`src/rtl/sparse_rle_encoder_pkg.sv`:
```
`default_nettype none
// sparse_rle_encoder_pkg: types and defaults shared by the PE sparse detector and the RLE encoder.
// Rev 1.0
package sparse_rle_encoder_pkg;

  localparam logic [15:0] SPARSITY_THRESHOLD_DEFAULT = 16'h0010;
  localparam int          TOKEN_DATA_WIDTH           = 16;
  localparam int          TOKEN_RUN_WIDTH            = 4;

  typedef enum logic [0:0] {
    ST_IDLE  = 1'b0,
    ST_ACCUM = 1'b1
  } state_e;

  typedef struct packed {
    logic [TOKEN_DATA_WIDTH-1:0] data;
    logic [TOKEN_RUN_WIDTH-1:0]  run;
    logic                        last;
  } token_t;

endpackage : sparse_rle_encoder_pkg
`default_nettype wire

```
`src/rtl/sparse_rle_encoder_classify.sv`:
```
`default_nettype none
// sparse_classify: combinational magnitude-below-threshold test for signed elements.
// Rev 1.0
module sparse_classify #(
  parameter int                    DATA_WIDTH         = 16,
  parameter logic [DATA_WIDTH-1:0] SPARSITY_THRESHOLD = DATA_WIDTH'(16'h0010)
) (
  input  logic [DATA_WIDTH-1:0] i_data,
  output logic                  o_sparse
);

  logic [DATA_WIDTH-1:0] w_abs;

  // The most negative value negates to itself and reads as a large unsigned magnitude.
  assign w_abs    = i_data[DATA_WIDTH-1] ? (-i_data) : i_data;
  assign o_sparse = (w_abs < SPARSITY_THRESHOLD) || (i_data == '0);

endmodule : sparse_classify
`default_nettype wire

```
`src/rtl/sparse_rle_encoder.sv`:
```
`default_nettype none
// sparse_rle_encoder: turns a dense signed element stream into {data, zero-run, last} tokens.
// Rev 1.0
module sparse_rle_encoder
  import sparse_rle_encoder_pkg::*;
#(
  parameter int                    DATA_WIDTH         = 16,
  parameter int                    RUN_WIDTH          = 4,
  parameter logic [DATA_WIDTH-1:0] SPARSITY_THRESHOLD = DATA_WIDTH'(SPARSITY_THRESHOLD_DEFAULT)
) (
  input  logic                  clk,
  input  logic                  rst,
  input  logic                  in_valid,
  output logic                  in_ready,
  input  logic [DATA_WIDTH-1:0] in_data,
  input  logic                  in_last,
  output logic                  out_valid,
  input  logic                  out_ready,
  output logic [DATA_WIDTH-1:0] out_data,
  output logic [RUN_WIDTH-1:0]  out_run,
  output logic                  out_last,
  output logic                  frame_done,
  output logic [15:0]           sparse_count,
  output logic [15:0]           token_count
);

  localparam logic [RUN_WIDTH-1:0] c_MAX_RUN = '1;

  state_e                r_state;
  logic [RUN_WIDTH-1:0]  r_run;
  logic                  r_out_valid;
  logic [DATA_WIDTH-1:0] r_out_data;
  logic [RUN_WIDTH-1:0]  r_out_run;
  logic                  r_out_last;
  logic                  r_frame_done;
  logic [15:0]           r_sparse_count;
  logic [15:0]           r_token_count;

  logic                  w_sparse;
  logic                  w_accept;
  logic                  w_xfer;
  logic                  w_emit;
  logic [RUN_WIDTH-1:0]  w_run_cur;

  sparse_classify #(
    .DATA_WIDTH         (DATA_WIDTH),
    .SPARSITY_THRESHOLD (SPARSITY_THRESHOLD)
  ) u_classify (
    .i_data   (in_data),
    .o_sparse (w_sparse)
  );

  assign in_ready  = !r_out_valid || out_ready;
  assign w_accept  = in_valid && in_ready;
  assign w_xfer    = r_out_valid && out_ready;
  // No run can be pending outside an open frame.
  assign w_run_cur = (r_state == ST_IDLE) ? '0 : r_run;
  assign w_emit    = w_accept && (!w_sparse || in_last || (w_run_cur == c_MAX_RUN));

  always_ff @(posedge clk) begin
    if (rst) begin
      r_state        <= ST_IDLE;
      r_run          <= '0;
      r_out_valid    <= 1'b0;
      r_out_data     <= '0;
      r_out_run      <= '0;
      r_out_last     <= 1'b0;
      r_frame_done   <= 1'b0;
      r_sparse_count <= '0;
      r_token_count  <= '0;
    end else begin
      r_frame_done <= w_xfer && r_out_last;
      if (w_xfer) begin
        r_token_count <= r_token_count + 16'd1;
      end
      if (w_accept) begin
        r_state <= in_last ? ST_IDLE : ST_ACCUM;
        r_run   <= w_emit ? '0 : (w_run_cur + RUN_WIDTH'(1));
        if (w_sparse) begin
          r_sparse_count <= r_sparse_count + 16'd1;
        end
      end
      if (w_emit) begin
        r_out_valid <= 1'b1;
        r_out_data  <= w_sparse ? '0 : in_data;
        r_out_run   <= w_run_cur;
        r_out_last  <= in_last;
      end else if (w_xfer) begin
        r_out_valid <= 1'b0;
      end
    end
  end

  assign out_valid    = r_out_valid;
  assign out_data     = r_out_data;
  assign out_run      = r_out_run;
  assign out_last     = r_out_last;
  assign frame_done   = r_frame_done;
  assign sparse_count = r_sparse_count;
  assign token_count  = r_token_count;

endmodule : sparse_rle_encoder
`default_nettype wire

```
`config.mk`:
```
export PLATFORM = sky130hd
export DESIGN_NAME = sparse_rle_encoder
export DESIGN_NICKNAME = d
export VERILOG_FILES = /design/src/rtl/sparse_rle_encoder_pkg.sv /design/src/rtl/sparse_rle_encoder_classify.sv /design/src/rtl/sparse_rle_encoder.sv
export SDC_FILE = /design/constraint.sdc
export NUM_CORES = 1
export LEC_CHECK = 0
export CAP_MARGIN = 20
export CORE_MARGIN = 10
export CORE_UTILIZATION = 47
export DETAILED_ROUTE_END_ITERATION = 12
export PLACE_DENSITY = 0.79
export SLEW_MARGIN = 10
export SYNTH_ARGS = -nofsm -noshare
export SYNTH_HDL_FRONTEND = slang
export SYNTH_HIERARCHICAL = 1
export SYNTH_SLANG_ARGS = --single-unit
```
`constraint.sdc`:
```
create_clock -name clk -period 4.2 [get_ports clk]
set_input_delay 0.84 -clock clk [delete_from_list [all_inputs] [get_ports clk]]
set_output_delay 0.84 -clock clk [all_outputs]
set_load 0.01 [all_outputs]
```
==> After elaboration in Yosys (flattened, before gate mapping) <==
Index checks and enable logic that the tools add are counted.
{ "totals": {"reg_bits": 60, "latchBits": 0, "mem_bits_rw": 0, "mem_bits_ro": 0, "input_bits": 21, "mem_count": 0} }
{ "op_classes": {"n_addsub": 4, "mul": 0, "div_mod_pow": 0, "order_cmp": 1, "n_eq_ne": 1, "n_shift": 0, "n_mux": 7, "bitwise": 0, "n_reduce_logical": 13} }
{ "op_table": {"columns": ["cell", "n"], "rows": [
  ["adder 16 x 1 -> 16 bit, second input constant", 2],
  ["2-to-1 mux 16 bit", 2],
  ["logical NOT 16 bit", 1],
  ["less-than comparator 16 x 5 -> 1 bit, second input constant", 1],
  ["negation 16 bit", 1],
  ["2-to-1 mux 4 bit", 2],
  ["adder 4 x 1 -> 4 bit, second input constant", 1],
  ["== test 4 bit, second input constant", 1],
  ["logical AND 1 bit", 4],
  ["logical OR 1 bit", 4],
  ["2-to-1 mux 1 bit", 3],
  ["logical NOT 1 bit", 2],
  ["AND reduction 2 bit", 1],
  ["nonzero test 2 bit", 1]
]} }

==> Logic depth before layout (Yosys ltp) <==
{ "depth": {"word_depth": 9, "depth_mapped": 11} }

==> Hierarchy <==
Netlist, hierarchy kept.
{ "modules_own_cells": {"columns": ["module", "instances", "cells_each", "area_each_um2", "seq_area_each_um2"], "rows": [
  ["sparse_rle_encoder", 1, 269, 2461.1, 1201.2],
  ["sparse_classify", 1, 40, 236.5, 0.0]
]} }

==> Worst setup path before layout <==
No wires, ideal clock.
{ "synth_path": {"path_type": "input port to flip-flop", "from": "input in_data[3]", "to": "register r_sparse_count[15] (netlist: sparse_count[15])", "arrival_time_ns": 3.466, "required_time_ns": 4.130, "path_slack_ns": 0.664, "cell_stages": 10, "n_path_buf": 1, "cell_sequence": "or4_4 > or3_1 > a21oi_1 > o22ai_1 > nor4_2 > nand2_1 > or3_1 > buf_2 > or4_1 > a21oi_1"} }
{ "synth_between": {"elab_chain_cells": 5} }
{ "synth_rtl": {"columns": ["element", "line_no", "text"], "rows": [
  ["start: declaration", "sparse_rle_encoder.sv:15", "input logic [DATA_WIDTH-1:0] in_data,"],
  ["negation 16 bit", "sparse_rle_encoder_classify.sv:15", "assign w_abs = i_data[DATA_WIDTH-1] ? (-i_data) : i_data;"],
  ["2-to-1 mux 16 bit", "sparse_rle_encoder_classify.sv:15", null],
  ["less-than comparator 16 x 5 -> 1 bit", "sparse_rle_encoder_classify.sv:16", "assign o_sparse = (w_abs < SPARSITY_THRESHOLD) || (i_data == '0);"],
  ["logical OR 1 bit (*)", "sparse_rle_encoder_classify.sv:16", null],
  ["named net w_sparse", "sparse_rle_encoder.sv:39", "logic w_sparse;"],
  ["AND reduction 2 bit (no source line) (*)", null, null],
  ["end signal: assignment", "sparse_rle_encoder.sv:80", "r_sparse_count <= r_sparse_count + 16'd1;"],
  ["end: declaration", "sparse_rle_encoder.sv:36", "logic [15:0] r_sparse_count;"]
]} }
Mark *: on every way through the listed nets, which the timed path passes. The rest lies on a longest branch.
A chain may end at the register's enable or synchronous reset.

==> Worst setup path after layout <==
Ends and elaborated chain as after synthesis.

==> out/qor_table.md <==
| Item | This run | Unit |
|:---|:---|:---|
| Share of the synthesized area in the top cell type | 0.445 | - |
| First-pass GRT wire length | 11.2 | mm |
| Worst reg2reg endpoint | out_data[8] | - |
| Worst min-delay path class | flop to flop | - |
| Number of sinks handled by clock tree synthesis | 60 | - |
| Row count | 27 | - |
| Clk slew on worst S/H paths | 70 | ps |
| Setup tns final | 0 | ps |
| Cell taking the most area after synthesis | dfxtp_1 | - |
| Starting utilization of the core area | 0.487 | - |
| Die Area | 9170 | um2 |
| RSZ-0062 raised after global routing | no | - |
| Routed Wire Length | 6.99 | mm |
| Dpl cells | 451 | - |
| Worst min-delay path endpoint | out_run[2] | - |
| Arrival time worst endpoint | 3990 | ps |
| Filler cell count in the final layout | 468 | - |
| Worst endpoint required time | 4480 | ps |
| Hold depth | 2 | - |
| Leading post-synthesis cells by cell area | dfxtp_1, a22o_1, nor2_1 | - |
| Startpoint of the most critical setup path | in_data[3] | - |
| Number of synthesized register bits | 60 | - |
| H-tree Lvls | 3 | - |
| Mean instance size in the synthesized netlist | 8.73 | um2 |
| Final RePlAce weighted congestion | 0.780 | - |
| FF-to-FF setup slack | 1930 | ps |
| Vertical die dimension | 95.8 | um |
| Ratio of total power to cell area | 325 | nW/um2 |
| Area of the core | 5540 | um2 |
| Total CTS buffers | 9 | - |
| Number of inserted diodes | 0 | - |
| Max VDD drop | 0.281 | mV |
| Hold path start | out_run[2] | - |
| P_leak | 1.29 | nW |
| Number of flops mapped to enable cells by yosys | 0 | - |
| Sum of net half-perimeters after detailed placement | 5.24 | mm |
| Initial antenna violation count | 0 | - |
| CTS Hold Buffers Added | 0 | - |
| Top-level port count | 77 | - |
| Type of destination of the critical path | flop | - |
| Final global-route overflow total | 0 | - |
| Top fanout value on the critical path | 6 | - |
| Initial detailed-routing violation count | 120 | - |
| Path type of the worst setup path | input port to flop | - |
| Warnings, synthesis | 6 | - |
| Gates resized, CTS repair | 0 | - |
| Number of nets with antenna violations after detailed routing | 0 | - |
| Outcome | complete, no violations | - |
| Cell with the most instances after synthesis | dfxtp_1 | - |
| Layout overhead on the synthesized area | 38.3 | % |
| Buffer levels on the longest clock path | 2 | - |
| Final Setup Violations | 0 | - |
| Launch instance of the worst register-to-register path | r_state | - |
| Worst clock skew | 9.83 | ps |
| Residual DRC | 0 | - |
| Routed via count divided by cell count | 5.58 | - |
| Top cells by instance count after synthesis | dfxtp_1, nor2_1, nand2_1 | - |
| Final Hold Vio Count | 0 | - |
| Overall routing resource usage | 0.154 | - |
| Number of different library cells in the post-synthesis netlist | 45 | - |
| Fraction of registers with async set or reset after synthesis | 0 | - |
| IO Port Bufs | 76 | - |
| Share of final-layout standard cells stronger than drive strength 1 | 0.0685 | - |
| Number of detailed-route iterations in the first pass | 4 | - |
| Cell chosen for the clock root | clkbuf_8 | - |
| Most used flip-flop cell after synthesis | dfxtp_1 | - |
| Die X | 95.8 | um |
| Post-CTS setup repair buffer count | 0 | - |
| Total number of nets in the final design | 414 | - |
| TritonCTS clock tree | yes | - |
| Finished Core Util | 0.673 | - |
| Max-slew violation count | 0 | - |
| Area of the mapped netlist | 2700 | um2 |
| Average wire length per cell after detail routing | 15.0 | um |
| Reported max-cap violation count | 0 | - |
| Layout Cells excl Fill | 466 | - |
| Largest net degree at the start of global routing | 36 | - |
| Worst relative slew slack | 0.742 | - |
| Worst-margin pin slew | 386 | ps |
| Min Clock Period, post-route | 3710 | ps |
| Total via count after detailed routing | 2599 | - |
| Portion of the post-synthesis area used by sequential elements | 0.445 | - |
| Number of instances in the synthesized netlist | 309 | - |
| Maximum clock frequency | 0.270 | GHz |
| Synthesized net count | 333 | - |
| R2r worst-path depth | 7 | - |
| Insertion delay to the later sink of the worst-skew pair | 340 | ps |
| Via count of the first global-routing pass | 2321 | - |
| Startpoint types | input port | - |
| Ratio of final minimum period to clock period | 0.883 | - |
[critical path, stage by stage]
cell	delay, ps
clkdlybuf4s50_1	430
or4_4	560
or3_1	350
a21oi_1	150
o22ai_1	110
nor4_2	270
nand2_1	180
or3_1	470
or4_1	490
a21oi_1	140
[where the power goes]
part / switching, W / internal, W / leakage, nW / total [W]
clock network: 0.000224 / 0.000283 / 0.0979 / 0.000507
logic: 0.0000545 / 0.0000586 / 0.703 / 0.000113
registers: 0.0000104 / 0.000582 / 0.487 / 0.000593
[layout by cell type, fill, tap and decap left out, drive strengths merged, types with 2 or more instances in the layout]
cell type	instances
or2	3
and4	4
nor2b	5
a21boi	2
nor3b	2
xnor2	12
ha	3
o21ai	10
dfxtp	60
mux2i	6
and3	2
and2	3
clkdlybuf4s50	76
or4	6
or3	12
a22o	16
nor2	31
o31ai	5
nor3	8
clkinv	3
xor2	6
a21oi	21
nand4	14
nor4	8
nand2	25
buf	8
clkbuf	10
inv	10
nand3	10
[flip-flops by register name, summed over array words and instances, names as in the netlist]
signal        count
frame_done        1
r_run             4
sparse_count     16
out_data         16
r_state           1
out_run           4
out_valid         1
out_last          1
token_count      16
[area by class of cell]
| cell class | instances | area [um2] | share of cell area |
|---|---|---|---|
| clock buffers | 10 | 138 | 0.0369 |
| clock inverters | 5 | 52.6 | 0.0141 |
| inverters | 10 | 37.5 | 0.0101 |
| multi-input cells | 225 | 1390 | 0.373 |
| flip-flops and latches | 60 | 1200 | 0.322 |
| well taps | 72 | 90.1 | 0.0241 |
| repair buffers | 84 | 821 | 0.220 |
[kinds of logic after synthesis]
logic type / after synthesis / synth area share
and+or+nand+nor: 136 / 0.269
AOI/OAI and AO/OA: 62 / 0.152
DFF: 60 / 0.445
buffers and inverters: 24 / 0.0390
xor gates and xnor gates: 18 / 0.0584
muxes: 6 / 0.0223
adders and majority gates: 3 / 0.0139
[worst max path at each step]
stage / cells past startpoint / slack (ps) / to
after CTS: 10 / 500 / sparse_count[15]
after floorplan: 10 / 660 / sparse_count[15]
after global placement: 10 / 180 / sparse_count[15]
final: 10 / 490 / sparse_count[15]
after detailed placement: 10 / 140 / sparse_count[15]
after global routing: 10 / 350 / sparse_count[15]
[layer usage]
layer | GRT usage | routed length, um | vias to the layer above
met4 | 0.0811 | 132 | 0
met3 | 0.0420 | 545 | 13
li1 | - | - | 1286
met2 | 0.257 | 3400 | 76
met1 | 0.177 | 2920 | 1224
met5 | 0 | 0 | -
[stage by stage]
stage | cell area (um2) | hold WS [ps] | setup WS [ps] | power (W)
floorplan | 2700 | 445 | 664 | 0.000655
global placement | 3540 | 444 | 184 | 0.000716
detailed placement | 3540 | 455 | 141 | 0.000718
CTS | 3730 | 464 | 503 | 0.00122
global route | 3730 | 470 | 354 | 0.00126
finish | 3730 | 466 | 491 | 0.00121
Power figures use the tool's default switching activity.
